`src/rtl/id_stage_hs.sv`:
```
// RV32I decode stage with an ID/EX register, load-use stall, branch flush and stall counter.
// Latency: 1 cycle from accept (in_valid & in_ready) to out_valid.
// Backpressure: in_ready drops on flush, load-use hazard or a full register that EX is not draining.
module id_stage_hs #(
    parameter int XLEN       = 32,
    parameter int REG_ADDR_W = 5,
    parameter int ALU_W      = 4,
    parameter int BR_W       = 4,
    parameter int CNT_W      = 16
) (
    input  logic                  clk,
    input  logic                  rst,
    input  logic                  in_valid,
    output logic                  in_ready,
    input  logic [31:0]           insn,
    input  logic [XLEN-1:0]       pc,
    input  logic                  flush,
    input  logic                  ex_ld_valid,
    input  logic [REG_ADDR_W-1:0] ex_ld_rd,
    output logic                  out_valid,
    input  logic                  out_ready,
    output logic                  registerWriteEnable,
    output logic                  dataWriteEnable,
    output logic                  regSelect,
    output logic [BR_W-1:0]       branchCtr,
    output logic [ALU_W-1:0]      aluCtr,
    output logic [REG_ADDR_W-1:0] regA,
    output logic [REG_ADDR_W-1:0] regB,
    output logic [REG_ADDR_W-1:0] rd,
    output logic [XLEN-1:0]       offset,
    output logic [XLEN-1:0]       pc_out,
    output logic                  illegal,
    output logic [CNT_W-1:0]      stall_cnt
);

    // Pipeline register occupancy
    localparam logic ST_EMPTY = 1'b0;
    localparam logic ST_FULL  = 1'b1;

    // RV32I major opcodes
    localparam logic [6:0] OPC_LUI    = 7'b0110111;
    localparam logic [6:0] OPC_AUIPC  = 7'b0010111;
    localparam logic [6:0] OPC_JAL    = 7'b1101111;
    localparam logic [6:0] OPC_JALR   = 7'b1100111;
    localparam logic [6:0] OPC_BRANCH = 7'b1100011;
    localparam logic [6:0] OPC_LOAD   = 7'b0000011;
    localparam logic [6:0] OPC_STORE  = 7'b0100011;
    localparam logic [6:0] OPC_OPIMM  = 7'b0010011;
    localparam logic [6:0] OPC_OP     = 7'b0110011;

    // ALU operation codes
    localparam logic [ALU_W-1:0] ALU_ADD   = ALU_W'(0);
    localparam logic [ALU_W-1:0] ALU_SUB   = ALU_W'(1);
    localparam logic [ALU_W-1:0] ALU_SLL   = ALU_W'(2);
    localparam logic [ALU_W-1:0] ALU_SLT   = ALU_W'(3);
    localparam logic [ALU_W-1:0] ALU_SLTU  = ALU_W'(4);
    localparam logic [ALU_W-1:0] ALU_XOR   = ALU_W'(5);
    localparam logic [ALU_W-1:0] ALU_SRL   = ALU_W'(6);
    localparam logic [ALU_W-1:0] ALU_SRA   = ALU_W'(7);
    localparam logic [ALU_W-1:0] ALU_OR    = ALU_W'(8);
    localparam logic [ALU_W-1:0] ALU_AND   = ALU_W'(9);
    localparam logic [ALU_W-1:0] ALU_PASSB = ALU_W'(10);

    // Branch control codes (conditional branches use {1, funct3})
    localparam logic [BR_W-1:0] BR_NONE = BR_W'(0);
    localparam logic [BR_W-1:0] BR_JAL  = BR_W'(1);
    localparam logic [BR_W-1:0] BR_JALR = BR_W'(2);

    // Immediate format selectors
    localparam logic [2:0] IMM_NONE = 3'd0;
    localparam logic [2:0] IMM_I    = 3'd1;
    localparam logic [2:0] IMM_S    = 3'd2;
    localparam logic [2:0] IMM_B    = 3'd3;
    localparam logic [2:0] IMM_U    = 3'd4;
    localparam logic [2:0] IMM_J    = 3'd5;

    // Instruction fields
    logic [6:0]            w_opcode;
    logic [2:0]            w_funct3;
    logic                  w_bit30;
    logic [REG_ADDR_W-1:0] w_rs1_fld;
    logic [REG_ADDR_W-1:0] w_rs2_fld;
    logic [REG_ADDR_W-1:0] w_rd_fld;

    assign w_opcode  = insn[6:0];
    assign w_funct3  = insn[14:12];
    assign w_bit30   = insn[30];
    assign w_rs1_fld = REG_ADDR_W'(insn[19:15]);
    assign w_rs2_fld = REG_ADDR_W'(insn[24:20]);
    assign w_rd_fld  = REG_ADDR_W'(insn[11:7]);

    // Decoded controls (combinational, before the ID/EX register)
    logic                  w_wen_raw;
    logic                  w_wen;
    logic                  w_dwe;
    logic                  w_rsel;
    logic [BR_W-1:0]       w_br;
    logic [ALU_W-1:0]      w_alu;
    logic                  w_use_rs1;
    logic                  w_use_rs2;
    logic                  w_use_rd;
    logic [2:0]            w_imm_sel;
    logic                  w_illegal;
    logic [REG_ADDR_W-1:0] w_rega;
    logic [REG_ADDR_W-1:0] w_regb;
    logic [REG_ADDR_W-1:0] w_rd;
    logic [31:0]           w_imm32;
    logic [XLEN-1:0]       w_offset;

    // Handshake and hazard
    logic                  w_hazard;
    logic                  w_accept;
    logic                  r_state;

    // Registered ID/EX contents
    logic                  r_wen;
    logic                  r_dwe;
    logic                  r_rsel;
    logic [BR_W-1:0]       r_br;
    logic [ALU_W-1:0]      r_alu;
    logic [REG_ADDR_W-1:0] r_rega;
    logic [REG_ADDR_W-1:0] r_regb;
    logic [REG_ADDR_W-1:0] r_rd;
    logic [XLEN-1:0]       r_offset;
    logic [XLEN-1:0]       r_pc;
    logic                  r_illegal;
    logic [CNT_W-1:0]      r_stall_cnt;

    // ALU op from funct3; bit30 selects SUB only for register-register ops, SRA for both
    function automatic logic [ALU_W-1:0] alu_from_funct3(input logic [2:0] f3,
                                                         input logic       b30,
                                                         input logic       is_op);
        logic [ALU_W-1:0] op;
        case (f3)
            3'd0:    op = (is_op && b30) ? ALU_SUB : ALU_ADD;
            3'd1:    op = ALU_SLL;
            3'd2:    op = ALU_SLT;
            3'd3:    op = ALU_SLTU;
            3'd4:    op = ALU_XOR;
            3'd5:    op = b30 ? ALU_SRA : ALU_SRL;
            3'd6:    op = ALU_OR;
            default: op = ALU_AND;
        endcase
        return op;
    endfunction

    // Main decoder: per-opcode controls and which register fields the format uses
    always_comb begin
        w_wen_raw = 1'b0;
        w_dwe     = 1'b0;
        w_rsel    = 1'b0;
        w_br      = BR_NONE;
        w_alu     = ALU_ADD;
        w_use_rs1 = 1'b0;
        w_use_rs2 = 1'b0;
        w_use_rd  = 1'b0;
        w_imm_sel = IMM_NONE;
        w_illegal = 1'b0;
        case (w_opcode)
            OPC_LUI: begin
                w_wen_raw = 1'b1;
                w_use_rd  = 1'b1;
                w_alu     = ALU_PASSB;
                w_imm_sel = IMM_U;
            end
            OPC_AUIPC: begin
                w_wen_raw = 1'b1;
                w_use_rd  = 1'b1;
                w_alu     = ALU_ADD;
                w_imm_sel = IMM_U;
            end
            OPC_JAL: begin
                w_wen_raw = 1'b1;
                w_use_rd  = 1'b1;
                w_br      = BR_JAL;
                w_imm_sel = IMM_J;
            end
            OPC_JALR: begin
                w_wen_raw = 1'b1;
                w_use_rs1 = 1'b1;
                w_use_rd  = 1'b1;
                w_br      = BR_JALR;
                w_imm_sel = IMM_I;
            end
            OPC_BRANCH: begin
                w_use_rs1 = 1'b1;
                w_use_rs2 = 1'b1;
                w_br      = BR_W'({1'b1, w_funct3});
                w_alu     = ALU_SUB;
                w_imm_sel = IMM_B;
            end
            OPC_LOAD: begin
                w_wen_raw = 1'b1;
                w_rsel    = 1'b1;
                w_use_rs1 = 1'b1;
                w_use_rd  = 1'b1;
                w_imm_sel = IMM_I;
            end
            OPC_STORE: begin
                w_dwe     = 1'b1;
                w_use_rs1 = 1'b1;
                w_use_rs2 = 1'b1;
                w_imm_sel = IMM_S;
            end
            OPC_OPIMM: begin
                w_wen_raw = 1'b1;
                w_use_rs1 = 1'b1;
                w_use_rd  = 1'b1;
                w_alu     = alu_from_funct3(w_funct3, w_bit30, 1'b0);
                w_imm_sel = IMM_I;
            end
            OPC_OP: begin
                w_wen_raw = 1'b1;
                w_use_rs1 = 1'b1;
                w_use_rs2 = 1'b1;
                w_use_rd  = 1'b1;
                w_alu     = alu_from_funct3(w_funct3, w_bit30, 1'b1);
            end
            default: begin
                w_illegal = 1'b1;
            end
        endcase
    end

    // Unused register fields read as x0 so they can never create a false hazard
    assign w_rega = w_use_rs1 ? w_rs1_fld : '0;
    assign w_regb = w_use_rs2 ? w_rs2_fld : '0;
    assign w_rd   = w_use_rd  ? w_rd_fld  : '0;
    // Writes to x0 are architectural no-ops
    assign w_wen  = w_wen_raw && (w_rd_fld != '0);

    // Immediate assembly per format; B/J scramble bits and force bit0 = 0
    always_comb begin
        w_imm32 = 32'd0;
        case (w_imm_sel)
            IMM_I:   w_imm32 = {{20{insn[31]}}, insn[31:20]};
            IMM_S:   w_imm32 = {{20{insn[31]}}, insn[31:25], insn[11:7]};
            IMM_B:   w_imm32 = {{19{insn[31]}}, insn[31], insn[7], insn[30:25], insn[11:8], 1'b0};
            IMM_U:   w_imm32 = {insn[31:12], 12'd0};
            IMM_J:   w_imm32 = {{11{insn[31]}}, insn[31], insn[19:12], insn[20], insn[30:21], 1'b0};
            default: w_imm32 = 32'd0;
        endcase
    end

    // Sign-extend from insn[31] up to the datapath width
    assign w_offset = XLEN'($signed(w_imm32));

    // Load-use: the producing load in EX has not returned data yet
    assign w_hazard = in_valid && ex_ld_valid && (ex_ld_rd != '0) &&
                      ((ex_ld_rd == w_rega) || (ex_ld_rd == w_regb));

    assign in_ready = rst && !flush && !w_hazard && ((r_state == ST_EMPTY) || out_ready);
    assign w_accept = in_valid && in_ready;

    // Occupancy FSM: flush dominates, then accept, then drain by EX
    always_ff @(posedge clk or negedge rst) begin
        if (!rst) begin
            r_state <= ST_EMPTY;
        end else if (flush) begin
            r_state <= ST_EMPTY;
        end else if (w_accept) begin
            r_state <= ST_FULL;
        end else if (out_ready) begin
            r_state <= ST_EMPTY;
        end
    end

    // ID/EX payload: loads only on accept, otherwise holds for a stalled EX
    always_ff @(posedge clk or negedge rst) begin
        if (!rst) begin
            r_wen     <= 1'b0;
            r_dwe     <= 1'b0;
            r_rsel    <= 1'b0;
            r_br      <= '0;
            r_alu     <= '0;
            r_rega    <= '0;
            r_regb    <= '0;
            r_rd      <= '0;
            r_offset  <= '0;
            r_pc      <= '0;
            r_illegal <= 1'b0;
        end else if (w_accept) begin
            r_wen     <= w_wen;
            r_dwe     <= w_dwe;
            r_rsel    <= w_rsel;
            r_br      <= w_br;
            r_alu     <= w_alu;
            r_rega    <= w_rega;
            r_regb    <= w_regb;
            r_rd      <= w_rd;
            r_offset  <= w_offset;
            r_pc      <= pc;
            r_illegal <= w_illegal;
        end
    end

    // Performance counter of hazard cycles, sticks at all-ones
    always_ff @(posedge clk or negedge rst) begin
        if (!rst) begin
            r_stall_cnt <= '0;
        end else if (w_hazard && (r_stall_cnt != {CNT_W{1'b1}})) begin
            r_stall_cnt <= r_stall_cnt + CNT_W'(1);
        end
    end

    assign out_valid           = (r_state == ST_FULL);
    assign registerWriteEnable = r_wen;
    assign dataWriteEnable     = r_dwe;
    assign regSelect           = r_rsel;
    assign branchCtr           = r_br;
    assign aluCtr              = r_alu;
    assign regA                = r_rega;
    assign regB                = r_regb;
    assign rd                  = r_rd;
    assign offset              = r_offset;
    assign pc_out              = r_pc;
    assign illegal             = r_illegal;
    assign stall_cnt           = r_stall_cnt;

endmodule

```
`config.mk`:
```
export PLATFORM = sky130hd
export DESIGN_NAME = id_stage_hs
export DESIGN_NICKNAME = d
export VERILOG_FILES = /design/src/rtl/id_stage_hs.sv
export SDC_FILE = /design/constraint.sdc
export NUM_CORES = 1
export LEC_CHECK = 0
export ABC_AREA = 0
export BUFFER_PORTS_ARGS = -buffer_cell sky130_fd_sc_hd__buf_2
export CAP_MARGIN = 15
export CORE_ASPECT_RATIO = 0.6
export CORE_MARGIN = 3
export CORE_UTILIZATION = 31
export DETAILED_ROUTE_END_ITERATION = 7
export HOLD_SLACK_MARGIN = 0.02
export SYNTH_ARGS = -nofsm -noshare
export SYNTH_HDL_FRONTEND = slang
export SYNTH_SLANG_ARGS = --single-unit
```
`constraint.sdc`:
```
create_clock -name clk -period 2.6 [get_ports clk]
set_clock_uncertainty 0.15 [all_clocks]
set_input_delay 0 -clock clk [delete_from_list [all_inputs] [get_ports clk]]
set_output_delay 0 -clock clk [all_outputs]
set_load 0.01 [all_outputs]
```
# Word level (Yosys, flattened, before mapping)
# Index checks and enable logic that the tools add are counted.
# W data, S select, Z words.
# totals
register_bits	108
inputBits	75
out_inout_bits	109
# op_classes
n_reduce_logical	23
n_eq_ne	23
n_mux	20
bitwise	1
addsub	1
# ops
operator	count
$pmux W32 S5	1
$pmux W4 S7	2
$eq A7 B6 Y1 const B	3
$eq A7 B7 Y1 const B	3
$add A16 B1 Y16 const B	1
$ne A16 B16 Y1 const B	1
$pmux W4 S4	1
$eq A3 B3 Y1 const B	5
$mux W5	3
$pmux W3 S5	1
$eq A7 B5 Y1 const B	2
$eq A3 B2 Y1 const B	4
$pmux W4 S3	1
$mux W1	11
$eq A5 B5 Y1	2
$reduce_bool A5 Y1	2
$logic_and A1 B1 Y1	9
$reduce_or A9 Y1	1
$eq A7 B2 Y1 const B	1
$reduce_or A7 Y1	1
$eq A3 B1 Y1 const B	2
$reduce_or A3 Y1	2
$reduce_or A6 Y1	1
$logic_not A3 Y1	1
5 further kinds	7

# Logic depth before layout (Yosys ltp)
# logic_depth
ltp_word	13
mapped_depth	11
mapped_depth_nobuf	7

# Least setup slack after synthesis
# OpenSTA, ideal clock, no wires.
# synth_path
path_type	input-to-reg
start	input insn[3]
end	register r_pc[15] (netlist: pc_out[15])
n_path_buf	3
setup_time_ns	0.127
slack_ns	0.451
path_stages	9
arrival_time_ns	1.871
cell_sequence	buf_2 and3b_1 buf_2 o211a_1 o22ai_1 or4_4 nand3b_4 buf_6 mux2_1
# synth_between
elab_chain_cells	11
# synth_lines
element	line_no	text
from (decl)	15	input logic [31:0] insn,
$eq A7 B6 Y1 (tied with other cells)	159	case (w_opcode)
$reduce_or A6 Y1 (no source line) or $reduce_or A3 Y1 (tied branches)	-	
$mux W1	159	
$mux W5 (on tied branches)	226, 227	
$eq A5 B5 Y1	250	((ex_ld_rd == w_rega) || (ex_ld_rd == w_regb));
$logic_or A1 B1 Y1 *	250	
$logic_and A1 B1 Y1 *	249	assign w_hazard = in_valid && ex_ld_valid && (ex_ld_rd != '0) &&
$logic_not A1 Y1 *	252	assign in_ready = rst && !flush && !w_hazard && ((r_state == ST_EMPTY) || out_ready);
$logic_and A1 B1 Y1 * (2 in a row)	252	
$logic_and A1 B1 Y1 *	253	assign w_accept = in_valid && in_ready;
to (signal assigned)	292	r_pc <= pc;
to (decl)	125	logic [XLEN-1:0] r_pc;
# Every way passes the cells marked *; elsewhere a longest branch is shown, timed or not.
# A chain may end at the register's enable or synchronous reset.

# Worst setup path in the final report
# layout_path
start	input insn[17]
end	register r_dwe (netlist: dataWriteEnable)
# layout_between
elab_chain_cells	8
# layout_lines
element	line_no	text
$mux W5	226	assign w_rega = w_use_rs1 ? w_rs1_fld : '0;
$eq A5 B5 Y1	250	
$logic_or A1 B1 Y1	250	
$logic_and A1 B1 Y1	249	
$logic_not A1 Y1	252	
$logic_and A1 B1 Y1 (2 in a row)	252	
$logic_and A1 B1 Y1	253	
to (signal assigned)	284	r_dwe <= w_dwe;
to (decl)	117	logic r_dwe;
# Every way passes these cells.

==> metrics <==
outcome=finished clean; DP Area=between 6000 and 7000 um^2; Die Ht=105 um; Critical Path RT=2.73 ns; syn_nets=563; FF-to-FF End=stall_cnt[1]; CTS clk-pin slew, worst paths=~0.070 ns; Post-DP HPWL=12.2 mm; synth unique cells=52; min-delay src=insn[2]; initial antenna violation count=3; Clock Latency Late Sink=0.34 ns; CTS Sinks=approximately 110; Reg2Reg Launch Point=stall_cnt[7]; arrival time worst endpoint=about 2.7 ns; multiplexer share of the synthesized area=0.0952; # fillers=1497; reg2reg setup slack=approximately 0.23 ns; Slew Limit Headroom=0.437; DR vias/cell=between 4 and 5; sequential share of the synthesized area=0.535; Post-Synth Adder-Cell Area=0.00248; First-pass DRT Iterations=5; Core Box Area=between 15000 and 20000 um^2; post-DR wirelength/cell=roughly 17 um; CTS tree=built; Area Overhead vs Synth=42.8%; # H-tree levels=3; Final Cycle Share=0.969; dominant synthesized flop cell=dfrtp_1; layout cell share with drive strength beyond 1=0.351; GRT Util Overall=0.184; max-slew violation count=0; setup TNS=0 ns; post-synthesis area per instance=between 10 and 15 um^2; FF-to-FF path depth=6; CP startpoint=insn[17]; Leak Pwr=0.00357 uW; RSZ-0062 raised after global routing=no; post-synthesis xor/xnor area fraction=0.0278; via count=~4700; pwr/cell area=around 560 nW/um^2; CTS Buf Count=9; grt ovf=0; Slew @ Worst Pin=between 0.8 and 0.9 ns; commonest non-fill, non-tap cells in the layout=buf_2 (182), dfrtp_1 (108), nand2_1 (87); post-route minimum period=between 2 and 3 ns; Root Buffer=clkbuf_16; Multi-input gate area=2100 um^2; FMAX=around 0.40 GHz; Final #Nets=just over 800; Setup crit end kind=flip-flop; I/O pin count=184; Storage cell area=roughly 2700 um^2; FP Rows=35; worst setup path category=in2reg; largest family of logic cells by synthesized area=simple AND/OR/NAND/NOR gates; die area=approximately 18000 um^2; Hold Path Sink=branchCtr[0]; worst hold-check path type=in2reg; clock buffer depth=2; EDFF count, synth=0; largest net degree at the start of global routing=57; Syn Std Cell Area=just over 5000 um^2; cell count after synthesis=487; Starting Density=0.323; post-route cell area=just over 7000 um^2; CP Launch Type=input port; commonest non-fill, non-tap cell in the layout=buf_2; max-cap violations=0; complex-gate fraction of the synthesized area=0.141; simple-gate portion of the synthesized area=0.147; DR iter-0 viols=about 320; # DRC=0; Port Buffers=roughly 180; vias in the first global route=about 4700; gpl congestion=between 0.8 and 0.9; post-synthesis async set-or-reset flop share=1.00; Post-Route WL=roughly 17 mm; Routed Antenna Nets=0; CP max FO=23; # setup viols final=0; Synth Register Bits=around 110; hold path depth=4; Final Hold Vio Count=0; first-pass GRT wire length=between 20 and 30 mm; Yosys Warn Count=0; Horiz. Die Dim=between 150 and 200 um; maximum vdd drop=between 0.3 and 0.4 mV
==> synth_stat cells (3+ instances only) <==
cell type | n | area [um^2]
a21oi_1 | 28 | 140
o21ai_0 | 28 | 140
dfrtp_1 | 108 | 2700
o31ai_1 | 9 | 67.6
buf_2 | 8 | 40.0
clkbuf_2 | 3 | 15.0
nor2_1 | 19 | 71.3
nand3_1 | 9 | 45.0
buf_6 | 11 | 124
nor4bb_1 | 3 | 30.0
nand4_1 | 7 | 43.8
buf_4 | 3 | 22.5
mux2_2 | 38 | 428
nor2b_1 | 3 | 18.8
xnor2_1 | 9 | 78.8
nor3_1 | 9 | 45.0
o211a_1 | 4 | 40.0
xor2_1 | 7 | 61.3
clkbuf_1 | 5 | 18.8
nand2_1 | 87 | 327
o22ai_1 | 5 | 31.3
o21ai_1 | 28 | 140
a31oi_1 | 4 | 25.0
mux2i_1 | 3 | 30.0
inv_1 | 11 | 41.3
==> report_power, final <==
group / total, uW / internal [uW] / switching, uW / leakage [uW]
Combinational: 754 / 369 / 384 / 0.00201
Clock: 1360 / 740 / 619 / 0.000135
Sequential: 1920 / 1830 / 89.5 / 0.00142
Total: 4030 / 2940 / 1090 / 0.00357
==> logic make-up (layout without fill, tap and decap cells) <==
group | count (synthesis) | in the layout
other | 0 | 1
adders and majority gates | 1 | 1
AOI/OAI and AO/OA | 121 | 121
and+or+nand+nor | 157 | 157
xor gates and xnor gates | 16 | 16
buffers and inverters | 41 | 301
DFF | 108 | 108
muxes | 43 | 43
==> worst max path at each step <==
stage and endpoint:
2_1_floorplan pc_out[15], 3_3_place_gp pc_out[17], 3_5_place_dp pc_out[16], 4_1_cts dataWriteEnable, 5_1_grt dataWriteEnable, 6_report dataWriteEnable
==> final cells by class <==
type,instances,area share
inverters,11,0.00573
clock buffers,10,0.0318
clock inverters,4,0.00712
repair buffers,276,0.254
flip-flops and latches,108,0.375
multi-input cells,338,0.291
diodes,1,0.000347
well taps,203,0.0352
==> worst max-delay path, stage by stage <==
cell and delay, ns:
buf_2 0.10, dlygate4sd3_1 0.61, o211a_1 0.22, o22ai_1 0.13
or4_4 0.55, nand3b_4 0.14, buf_12 0.17, nand2_1 0.06
o31ai_1 0.07, dlygate4sd3_1 0.60
==> registers in the layout (all words and copies together), names as in the netlist <==
name	flops
stall_cnt	16
offset	32
out_valid	1
registerWriteEnable	1
illegal	1
regA	5
dataWriteEnable	1
rd	5
branchCtr	4
pc_out	32
regB	5
regSelect	1
aluCtr	4
==> metal layers <==
layer	global-route usage	vias to the layer above	share of wire
met3	0.0662	13	0.099
met4	0.0278	4	0.0053
met2	0.285	223	0.44
li1	-	2223	-
met5	0	-	0.0013
met1	0.251	2253	0.46
==> per-stage QoR <==
stage	setup WS, ns	hold WS, ns	power (uW)	std cells	util
final	0.0795	0.0534	4030	951	0.461
after global routing	0.00818	0.0761	4220	951	0.461
after CTS	0.0166	0.0322	4070	949	0.460
after detailed placement	0.105	0.0471	2620	864	0.396
after global placement	0.217	0.0444	2600	864	0.396
after floorplan	0.451	-0.446	2280	487	-
==> repair_timing <==
item / 4_1_cts / 5_1_grt
endpoints found under the setup margin: 0 / 2
endpoints found under the hold margin: 140 / 0
buffers inserted: 0 / 1
gates resized for setup: 0 / 5
hold buffers: 71 / 0
(Power assumes the default switching activity.)
